File: config.mk
export PLATFORM = sky130hd
export DESIGN_NAME = dds_voice_scheduler_flat
export DESIGN_NICKNAME = d
export VERILOG_FILES = /design/src/rtl/dds_voice_scheduler_if.sv /design/src/rtl/dds_voice_scheduler.sv /design/src/flat_wrapper.sv
export SDC_FILE = /design/constraint.sdc
export NUM_CORES = 2
export LEC_CHECK = 0
export ABC_CLOCK_PERIOD_IN_PS = 28800
export CAP_MARGIN = 5
export CORE_UTILIZATION = 45
export DETAILED_ROUTE_END_ITERATION = 8
export GPL_ROUTABILITY_DRIVEN = 0
export PLACE_DENSITY = 0.65
export SYNTH_ARGS = -nofsm -noshare
export SYNTH_HDL_FRONTEND = slang
export SYNTH_SLANG_ARGS = --single-unit
File: constraint.sdc
create_clock -name clk -period 28.8 [get_ports clk]
set_input_delay 5.76 -clock clk [delete_from_list [all_inputs] [get_ports clk]]
set_output_delay 5.76 -clock clk [all_outputs]
set_load 0.02 [all_outputs]
File: src/rtl/dds_voice_scheduler_if.sv
// Note request channel between the MIDI parser (master) and the DDS voice scheduler (slave).
// Signals:
//   note_valid  request valid (master)
//   note_ready  request accepted when note_valid & note_ready (slave)
//   note_on     1 = note-on, 0 = note-off
//   note_key    MIDI key number
//   note_delta  tuning word for note-on; ignored for note-off
interface dds_voice_scheduler_if;
  logic        note_valid;
  logic        note_ready;
  logic        note_on;
  logic [6:0]  note_key;
  logic [31:0] note_delta;

  modport master (
    output note_valid,
    output note_on,
    output note_key,
    output note_delta,
    input  note_ready
  );

  modport slave (
    input  note_valid,
    input  note_on,
    input  note_key,
    input  note_delta,
    output note_ready
  );
endinterface

File: src/rtl/dds_voice_scheduler.sv
// DDS voice scheduler.
// Owns the per-voice tuning table feeding a phase-accumulator DDS. Note-on/off requests are
// accepted one at a time, matched or allocated to a voice slot by a sequential scan of the table,
// and committed in a single cycle. Independently, voice_index sweeps 0..NUM_VOICES-1 every clock
// and delta_phase presents that voice's tuning word (0 when idle).
//
// Build option: define VOICE_STEAL_EN to keep a per-voice age and replace the oldest voice when a
// note-on finds no free slot. Without it such a note-on is dropped and drop_pulse is raised.
//
// Ports:
//   clk          clock
//   reset        asynchronous, active-high reset
//   note         request channel (slave modport): note_valid/note_ready/note_on/note_key/note_delta
//   voice_index  voice currently presented to the DDS
//   delta_phase  tuning word of voice_index, 0 if that voice is idle
//   sweep_start  high while voice_index == 0
//   voices_busy  number of active voices
//   drop_pulse   one-cycle pulse when a note-on finds no voice (no-steal build only)
module dds_voice_scheduler #(
  parameter int unsigned NUM_VOICES = 16,
  parameter int unsigned IDX_W      = 8
) (
  input  logic                 clk,
  input  logic                 reset,
  dds_voice_scheduler_if.slave note,
  output logic [IDX_W-1:0]     voice_index,
  output logic [31:0]          delta_phase,
  output logic                 sweep_start,
  output logic [IDX_W:0]       voices_busy,
  output logic                 drop_pulse
);

  localparam int unsigned     AW      = $clog2(NUM_VOICES);
  localparam logic [AW-1:0]   LastIdx = AW'(NUM_VOICES - 1);
  localparam logic [IDX_W:0]  BusyMax = (IDX_W + 1)'(NUM_VOICES);

  typedef enum logic [1:0] {StIdle, StScan, StCommit} state_e;

  // Voice table
  logic        active_q [NUM_VOICES];
  logic [6:0]  key_q    [NUM_VOICES];
  logic [31:0] delta_q  [NUM_VOICES];
`ifdef VOICE_STEAL_EN
  logic [7:0]  age_q    [NUM_VOICES];
`endif

  // Sweep
  logic [AW-1:0] sweep_q, sweep_d;
  logic [31:0]   delta_phase_q;
  logic          sweep_start_q;

  // Request handling
  state_e        state_q, state_d;
  logic          init_q;
  logic          ready;
  logic          accept;
  logic          req_on_q;
  logic [6:0]    req_key_q;
  logic [31:0]   req_delta_q;
  logic [AW-1:0] scan_q;
  logic          match_found_q, free_found_q;
  logic [AW-1:0] match_idx_q, free_idx_q;
`ifdef VOICE_STEAL_EN
  logic [AW-1:0] victim_idx_q;
  logic [7:0]    victim_age_q;
  logic          hit_victim;
`endif
  logic          hit_match, hit_free;

  // Commit controls
  logic          alloc_en, retrig_en, release_en, count_up;
  logic [AW-1:0] alloc_idx;

  logic [IDX_W:0] busy_q;

  // ---------------------------------------------------------------------------------------------
  // Sweep: free-running index; output registers read the table before any same-edge write, so a
  // colliding commit shows up on the next pass of that index.
  // ---------------------------------------------------------------------------------------------
  always_comb begin
    sweep_d = (sweep_q == LastIdx) ? '0 : sweep_q + AW'(1);
  end

  always_ff @(posedge clk or posedge reset) begin
    if (reset) begin
      sweep_q       <= '0;
      delta_phase_q <= '0;
      sweep_start_q <= 1'b1;
    end else begin
      sweep_q       <= sweep_d;
      delta_phase_q <= active_q[sweep_d] ? delta_q[sweep_d] : 32'h0;
      sweep_start_q <= (sweep_d == '0);
    end
  end

  assign voice_index = IDX_W'(sweep_q);
  assign delta_phase = delta_phase_q;
  assign sweep_start = sweep_start_q;

  // ---------------------------------------------------------------------------------------------
  // FSM: state register / next state / outputs
  // ---------------------------------------------------------------------------------------------
  always_ff @(posedge clk or posedge reset) begin
    if (reset) begin
      state_q <= StIdle;
      init_q  <= 1'b0;
    end else begin
      state_q <= state_d;
      init_q  <= 1'b1;
    end
  end

  always_comb begin
    state_d = state_q;
    unique case (state_q)
      StIdle:   if (accept) state_d = StScan;
      StScan:   if (scan_q == LastIdx) state_d = StCommit;
      StCommit: state_d = StIdle;
      default:  state_d = StIdle;
    endcase
  end

  always_comb begin
    // init_q holds ready low for the first cycle after reset release
    ready      = (state_q == StIdle) && init_q;
    alloc_en   = 1'b0;
    retrig_en  = 1'b0;
    release_en = 1'b0;
    count_up   = 1'b0;
    drop_pulse = 1'b0;
`ifdef VOICE_STEAL_EN
    alloc_idx  = free_found_q ? free_idx_q : victim_idx_q;
`else
    alloc_idx  = free_idx_q;
`endif
    if (state_q == StCommit) begin
      if (req_on_q) begin
        if (match_found_q) begin
          retrig_en = 1'b1;
        end else if (free_found_q) begin
          alloc_en = 1'b1;
          count_up = 1'b1;
        end else begin
`ifdef VOICE_STEAL_EN
          alloc_en   = 1'b1;
`else
          drop_pulse = 1'b1;
`endif
        end
      end else if (match_found_q) begin
        release_en = 1'b1;
      end
    end
  end

  assign accept          = note.note_valid && ready;
  assign note.note_ready = ready;

  // ---------------------------------------------------------------------------------------------
  // Request latch and scan bookkeeping: one table entry examined per SCAN cycle.
  // ---------------------------------------------------------------------------------------------
  always_comb begin
    hit_match  = active_q[scan_q] && (key_q[scan_q] == req_key_q) && !match_found_q;
    hit_free   = !active_q[scan_q] && !free_found_q;
`ifdef VOICE_STEAL_EN
    // strict compare keeps the lowest index on ties
    hit_victim = age_q[scan_q] > victim_age_q;
`endif
  end

  always_ff @(posedge clk or posedge reset) begin
    if (reset) begin
      req_on_q      <= 1'b0;
      req_key_q     <= '0;
      req_delta_q   <= '0;
      scan_q        <= '0;
      match_found_q <= 1'b0;
      free_found_q  <= 1'b0;
      match_idx_q   <= '0;
      free_idx_q    <= '0;
`ifdef VOICE_STEAL_EN
      victim_idx_q  <= '0;
      victim_age_q  <= '0;
`endif
    end else if (accept) begin
      req_on_q      <= note.note_on;
      req_key_q     <= note.note_key;
      req_delta_q   <= note.note_delta;
      scan_q        <= '0;
      match_found_q <= 1'b0;
      free_found_q  <= 1'b0;
      match_idx_q   <= '0;
      free_idx_q    <= '0;
`ifdef VOICE_STEAL_EN
      victim_idx_q  <= '0;
      victim_age_q  <= '0;
`endif
    end else if (state_q == StScan) begin
      scan_q <= scan_q + AW'(1);
      if (hit_match) begin
        match_found_q <= 1'b1;
        match_idx_q   <= scan_q;
      end
      if (hit_free) begin
        free_found_q <= 1'b1;
        free_idx_q   <= scan_q;
      end
`ifdef VOICE_STEAL_EN
      if (hit_victim) begin
        victim_idx_q <= scan_q;
        victim_age_q <= age_q[scan_q];
      end
`endif
    end
  end

  // ---------------------------------------------------------------------------------------------
  // Table write (COMMIT only)
  // ---------------------------------------------------------------------------------------------
  always_ff @(posedge clk or posedge reset) begin
    if (reset) begin
      for (int i = 0; i < NUM_VOICES; i++) begin
        active_q[i] <= 1'b0;
        key_q[i]    <= '0;
        delta_q[i]  <= '0;
`ifdef VOICE_STEAL_EN
        age_q[i]    <= '0;
`endif
      end
    end else begin
      if (alloc_en) begin
        active_q[alloc_idx] <= 1'b1;
        key_q[alloc_idx]    <= req_key_q;
        delta_q[alloc_idx]  <= req_delta_q;
      end
      if (retrig_en) begin
        delta_q[match_idx_q] <= req_delta_q;
      end
      if (release_en) begin
        active_q[match_idx_q] <= 1'b0;
        delta_q[match_idx_q]  <= '0;
      end
`ifdef VOICE_STEAL_EN
      // Every allocation ages all other voices; the target's reset below overrides its increment.
      for (int i = 0; i < NUM_VOICES; i++) begin
        if (alloc_en && (age_q[i] != 8'hff)) age_q[i] <= age_q[i] + 8'd1;
      end
      if (alloc_en)  age_q[alloc_idx]   <= '0;
      if (retrig_en) age_q[match_idx_q] <= '0;
`endif
    end
  end

  // ---------------------------------------------------------------------------------------------
  // Active voice count, visible the cycle after COMMIT
  // ---------------------------------------------------------------------------------------------
  always_ff @(posedge clk or posedge reset) begin
    if (reset) begin
      busy_q <= '0;
    end else if (count_up && (busy_q != BusyMax)) begin
      busy_q <= busy_q + (IDX_W + 1)'(1);
    end else if (release_en && (busy_q != '0)) begin
      busy_q <= busy_q - (IDX_W + 1)'(1);
    end
  end

  assign voices_busy = busy_q;

endmodule
File: src/flat_wrapper.sv
// flat-port wrapper written by rule: the top's interface ports become plain ports
module dds_voice_scheduler_flat 
#(
  parameter int unsigned NUM_VOICES = 16,
  parameter int unsigned IDX_W      = 8
)
  (clk, reset, voice_index, delta_phase, sweep_start, voices_busy, drop_pulse, note_note_valid, note_note_on, note_note_key, note_note_delta, note_note_ready);
  dds_voice_scheduler_if note_i ();
  input  logic clk;
  input  logic reset;
  output logic [IDX_W-1:0] voice_index;
  output logic [31:0] delta_phase;
  output logic sweep_start;
  output logic [IDX_W:0] voices_busy;
  output logic drop_pulse;
  input wire logic [$bits(note_i.note_valid)-1:0] note_note_valid;
  input wire logic [$bits(note_i.note_on)-1:0] note_note_on;
  input wire logic [$bits(note_i.note_key)-1:0] note_note_key;
  input wire logic [$bits(note_i.note_delta)-1:0] note_note_delta;
  output wire logic [$bits(note_i.note_ready)-1:0] note_note_ready;
  assign note_i.note_valid = note_note_valid;
  assign note_i.note_on = note_note_on;
  assign note_i.note_key = note_note_key;
  assign note_i.note_delta = note_note_delta;
  assign note_note_ready = note_i.note_ready;
  dds_voice_scheduler #(.NUM_VOICES(NUM_VOICES), .IDX_W(IDX_W)) u_core (.clk(clk), .reset(reset), .note(note_i), .voice_index(voice_index), .delta_phase(delta_phase), .sweep_start(sweep_start), .voices_busy(voices_busy), .drop_pulse(drop_pulse));
endmodule
==> After elaboration in Yosys (flattened, before gate mapping) <==
Index checks and enable logic that the tools add are counted.
{ "totals": {"ff_bits": 743, "in_bits": 43, "out_inout_bits": 52, "elab_cells": 175} }
{ "op_classes": {"add_sub_neg": 4, "magnitude_cmp": 6, "eq_ne": 8, "mux": 64, "bitwise": 9, "n_reduce_logical": 22} }
{ "ops": {"columns": ["op", "n"], "rows": [
  ["$mux W512", 3],
  ["$bwmux W512", 2],
  ["$and A512 B512 Y512", 1],
  ["$not A512 Y512", 1],
  ["$demux W32 S4", 2],
  ["$mux W32", 5],
  ["$bmux W32 S4", 1],
  ["$bwmux W112", 1],
  ["$mux W4", 9],
  ["$mux W16", 2],
  ["$bmux W7 S4", 1],
  ["$demux W7 S4", 1],
  ["$mux W1", 25],
  ["$mux W7", 3],
  ["$ge A5 B5 Y1 const B", 4],
  ["$not A4 Y5", 4],
  ["$mux W9", 2],
  ["$and A16 B16 Y16", 1],
  ["$not A16 Y16", 1],
  ["$or A16 B16 Y16", 1],
  ["$lt A5 B1 Y1 const B", 2],
  ["$add A9 B1 Y9 const B", 1],
  ["$logic_and A1 B1 Y1", 9],
  ["$ne A9 B5 Y1 const B", 1],
  ["other kinds (17)", 30]
]} }

==> Longest topological paths before layout <==
{ "logic_depth": {"ltp_word": 11, "mapped_depth": 12, "mapped_depth_nobuf": 11} }

==> Worst setup path after synthesis <==
OpenSTA, ideal clock, no wires.
{ "synth_path": {"kind": "register to output", "startpoint": "reg u_core.match_found_q", "endpoint": "out drop_pulse", "t_arrival_ps": 1187, "t_required_ps": 23040, "setup_slack_ps": 21853, "path_stages_with_launch": 4, "n_path_buf": 1, "path_cell_list": "dfrtp_1 > nor4bb_1 > clkbuf_1 > nor2b_1"} }
{ "synth_via": {"elab_chain_cells": 3} }
{ "synth_lines": {"columns": ["item", "line", "rtl"], "rows": [
  ["start, declared", "dds_voice_scheduler.sv:61", "logic match_found_q, free_found_q;"],
  ["start signal, assigned", "dds_voice_scheduler.sv:177", "match_found_q <= 1'b0;"],
  ["start signal, assigned", "dds_voice_scheduler.sv:190", "match_found_q <= 1'b0;"],
  ["start signal, assigned", "dds_voice_scheduler.sv:201", "match_found_q <= 1'b1;"],
  ["$mux W1", "dds_voice_scheduler.sv:138", "if (match_found_q) begin"],
  ["$mux W1", "dds_voice_scheduler.sv:137", "if (req_on_q) begin"],
  ["$mux W1", "dds_voice_scheduler.sv:136", "if (state_q == StCommit) begin"],
  ["end, declared", "flat_wrapper.sv:15", "output logic drop_pulse;"]
]} }
No other way between the ends.

==> flow_summary.yaml <==
drt:
  firstDrtPassIters: 6
  wl_mm: 106.8
  routedWlPerCell_um: 24.80
  drc_errors: 0
  vias: 25900
  drt-initial-drc-count: 3150
  via_per_inst: 6.015
  drt.antenna.violating_nets: 0
floorplanning:
  ios: 95
  fp.dieW_um: 278.0
  placementRows: 100
  start_util: 0.4574
  coreArea_mm2: 0.07495
  fp.dieArea_mm2: 0.07729
  die_h_um: 278.0
pwr:
  p_sw_frac: 0.2854
  p_switching_uw: 710.3
  finalPower_uw: 2489
  power_frac_clock: 0.427
  ir_worst_vdd_uv: 54.39
  power_leakage_uw: 0.01721
  p_comb_frac: 0.069
  p_int_uw: 1778
  pwr-share-seq: 0.504
  powerDensity_mw_per_mm2: 63.73
job:
  maxCapViolations: 0
global_routing:
  grt_pass1_wl_mm: 163.5
  grt_util_all_layers: 0.2804
  grt_max_degree: 111
  grt_pass1_vias: 26130
  grt_overflow: 0
  antenna_found_initial: 2
yosys:
  synth_xor_area_frac: 0.005109
  yosysSeqAreaShare: 0.5424
  synth-async-reset-ratio: 1.000
  synthSimpleGateAreaFrac: 0.1520
  synthAdderAreaFrac: 0.003869
  synth_area_mm2: 0.03428
  synth_ff_type: "dfrtp_1"
  muxShareOfSynthArea: 0.1755
  synth_edf_count: 0
  synth_top_family_by_area: "multiplexers"
  yosys_warnings: 0
  yosys_register_bits: 743
  synth.avg_cell_area_um2: 10.33
  synth.distinct_cells: 47
  synth_compound_area_frac: 0.08562
  syn_inst: 3320
critical_path:
  crit_type: "primary input to asynchronous set/reset pin"
  critPathLaunchType: "primary input"
  r2r_cells: 7
  cp_data_required_time_ps: 29410
  cp.arrival_ps: 9460
  r2r_end: "u_core.delta_phase[16]"
  cp-startpoint: "reset"
  critPathMaxFanout: 110
  worstSetupEndpointType: "asynchronous set/reset pin"
  rr_startpoint: "u_core.sweep_q[0]"
  reg2reg_setup_slack_ps: 23450
clock_network:
  cts.reportedPaths.clkPinSlew_ps: 60
  post_cts_buffers: 0
  postCtsHoldBufs: 0
  cts_resized: 0
  clock_path_buffers: 3
  cts_tree: "yes"
  cts_made_buffers: 81
  cts_root_buf: "clkbuf_16"
  h-tree-depth: 3
  clk-insertion-delay-late_ps: 650
  clock_sinks: 743
sta:
  rsz0062_at_grt: "no"
  report.final.slew_viol_count: 0
  max_freq_mhz: 113.0
  fin_tns_setup_ps: 0
  final-hold-violation-count: 0
  finalCritPeriodShare: 0.3073
  period_needed_ps: 8851
  worstMarginPinSlew_ps: 1148
  max_slew_margin: 0.2349
  setup_viol: 0
  fin_worst_skew_ps: 28.94
layout:
  drive_above_1_share: 0.1771
  num_antenna_cells: 0
  area_delta_synth_final_pct: 13.91
  seq_area_mm2: 0.01860
  multiInputGateArea_mm2: 0.01497
  fin_nets: 3324
  utilization: 0.5211
  nFillCells: 6431
  final_common_cell: "nand2_1"
  final_cell_mix: "1166 x nand2_1, 740 x dfrtp_1, 524 x a21oi_1, 200 x mux4_2, 120 x mux2_2"
hold_path:
  hold_path_end: "u_core.key_q[61]"
  min_from: "u_core.key_q[61]"
  hold_class: "register to register"
  min_path_cells: 1
place:
  dp_hpwl_mm: 58.11
  io_buffers: 90
status:
  run_status: "complete, no violations"
[critical path: stages]
cell and delay [ps]:
clkdlybuf4s50_1 490, inv_8 570, buf_4 730, buf_4 810, buf_4 870
[final cells by class]
cell class                 count  area share
sequential                   743      0.4763
inverter                       8   0.0009612
clock buffer                 124     0.06225
tap                          969     0.03105
multi-input combinational   2269      0.3833
clock inverter                25    0.008138
timing repair buffer         168     0.03806
[cell usage after synthesis, types with 9 or more instances]
cell,instances,area share
a21oi_1,536,0.078
and2_1,38,0.0069
buf_1,27,0.0030
buf_2,18,0.0026
clkbuf_1,253,0.028
dfrtp_1,742,0.54
ha_1,9,0.0033
mux2_2,120,0.039
mux2i_1,16,0.0047
mux4_2,200,0.13
nand2_1,1167,0.13
nand3_1,10,0.0015
nor2_1,71,0.0078
o22ai_1,9,0.0016
xnor2_1,13,0.0033
[how the worst max path moves through the flow]
stage	to	slack, ps	cells after the start
global route	u_core.delta_phase[14]	19410	5
detailed placement	u_core.req_delta_q[15]	19170	5
floorplan	u_core.active_q[0]	2190	1
CTS	u_core.delta_q[79]	19840	5
finish	u_core.delta_q[143]	19950	5
global placement	u_core.delta_phase[15]	19160	5
[metrics by stage]
stage                     area, um2  std cells  setup slack (ps)  hold WS [ps]
after floorplan               34290       3323              2192         473.9
after detailed placement      36300       4157             19170         488.9
after CTS                     39050       4306             19840         502.7
final                         39050       4306             19950         500.1
after global routing          39050       4306             19410         514.1
after global placement        36300       4157             19160         482.0
[power by group through the flow]
stage	clock [uW]	combinational (uW)	sequential [uW]
2_1_floorplan	0	249	1120
3_3_place_gp	0	172	1270
3_5_place_dp	0	174	1270
4_1_cts	1070	175	1250
5_1_grt	1110	191	1270
6_report	1060	172	1250
[per-layer routing]
layer	share of wire	routed length (um)	global-route usage	vias up
li1	-	-	-	11080
met1	0.40	42830	0.3876	13160
met2	0.46	49440	0.4353	1379
met3	0.096	10300	0.06095	284
met4	0.039	4204	0.1057	0
met5	0	0	0	-
[flip-flops by register name, summed over array words and instances (netlist names), 7 cells and up]
signal              flops
u_core.req_key_q        7
u_core.key_q          112
u_core.req_delta_q     32
u_core.delta_phase     32
u_core.active_q        16
u_core.voices_busy      9
u_core.delta_q        512
[logic make-up (layout without fill, tap and decap cells)]
| logic type | count (synthesis) | after routing |
|---|---|---|
| fa+ha+maj | 10 | 10 |
| mux | 336 | 336 |
| buf+inv | 311 | 325 |
| simple gates | 1326 | 1326 |
| other cells | 2 | 5 |
| compound gates | 572 | 572 |
| flops | 743 | 743 |
| xor+xnor | 20 | 20 |
(Power assumes the default switching activity.)
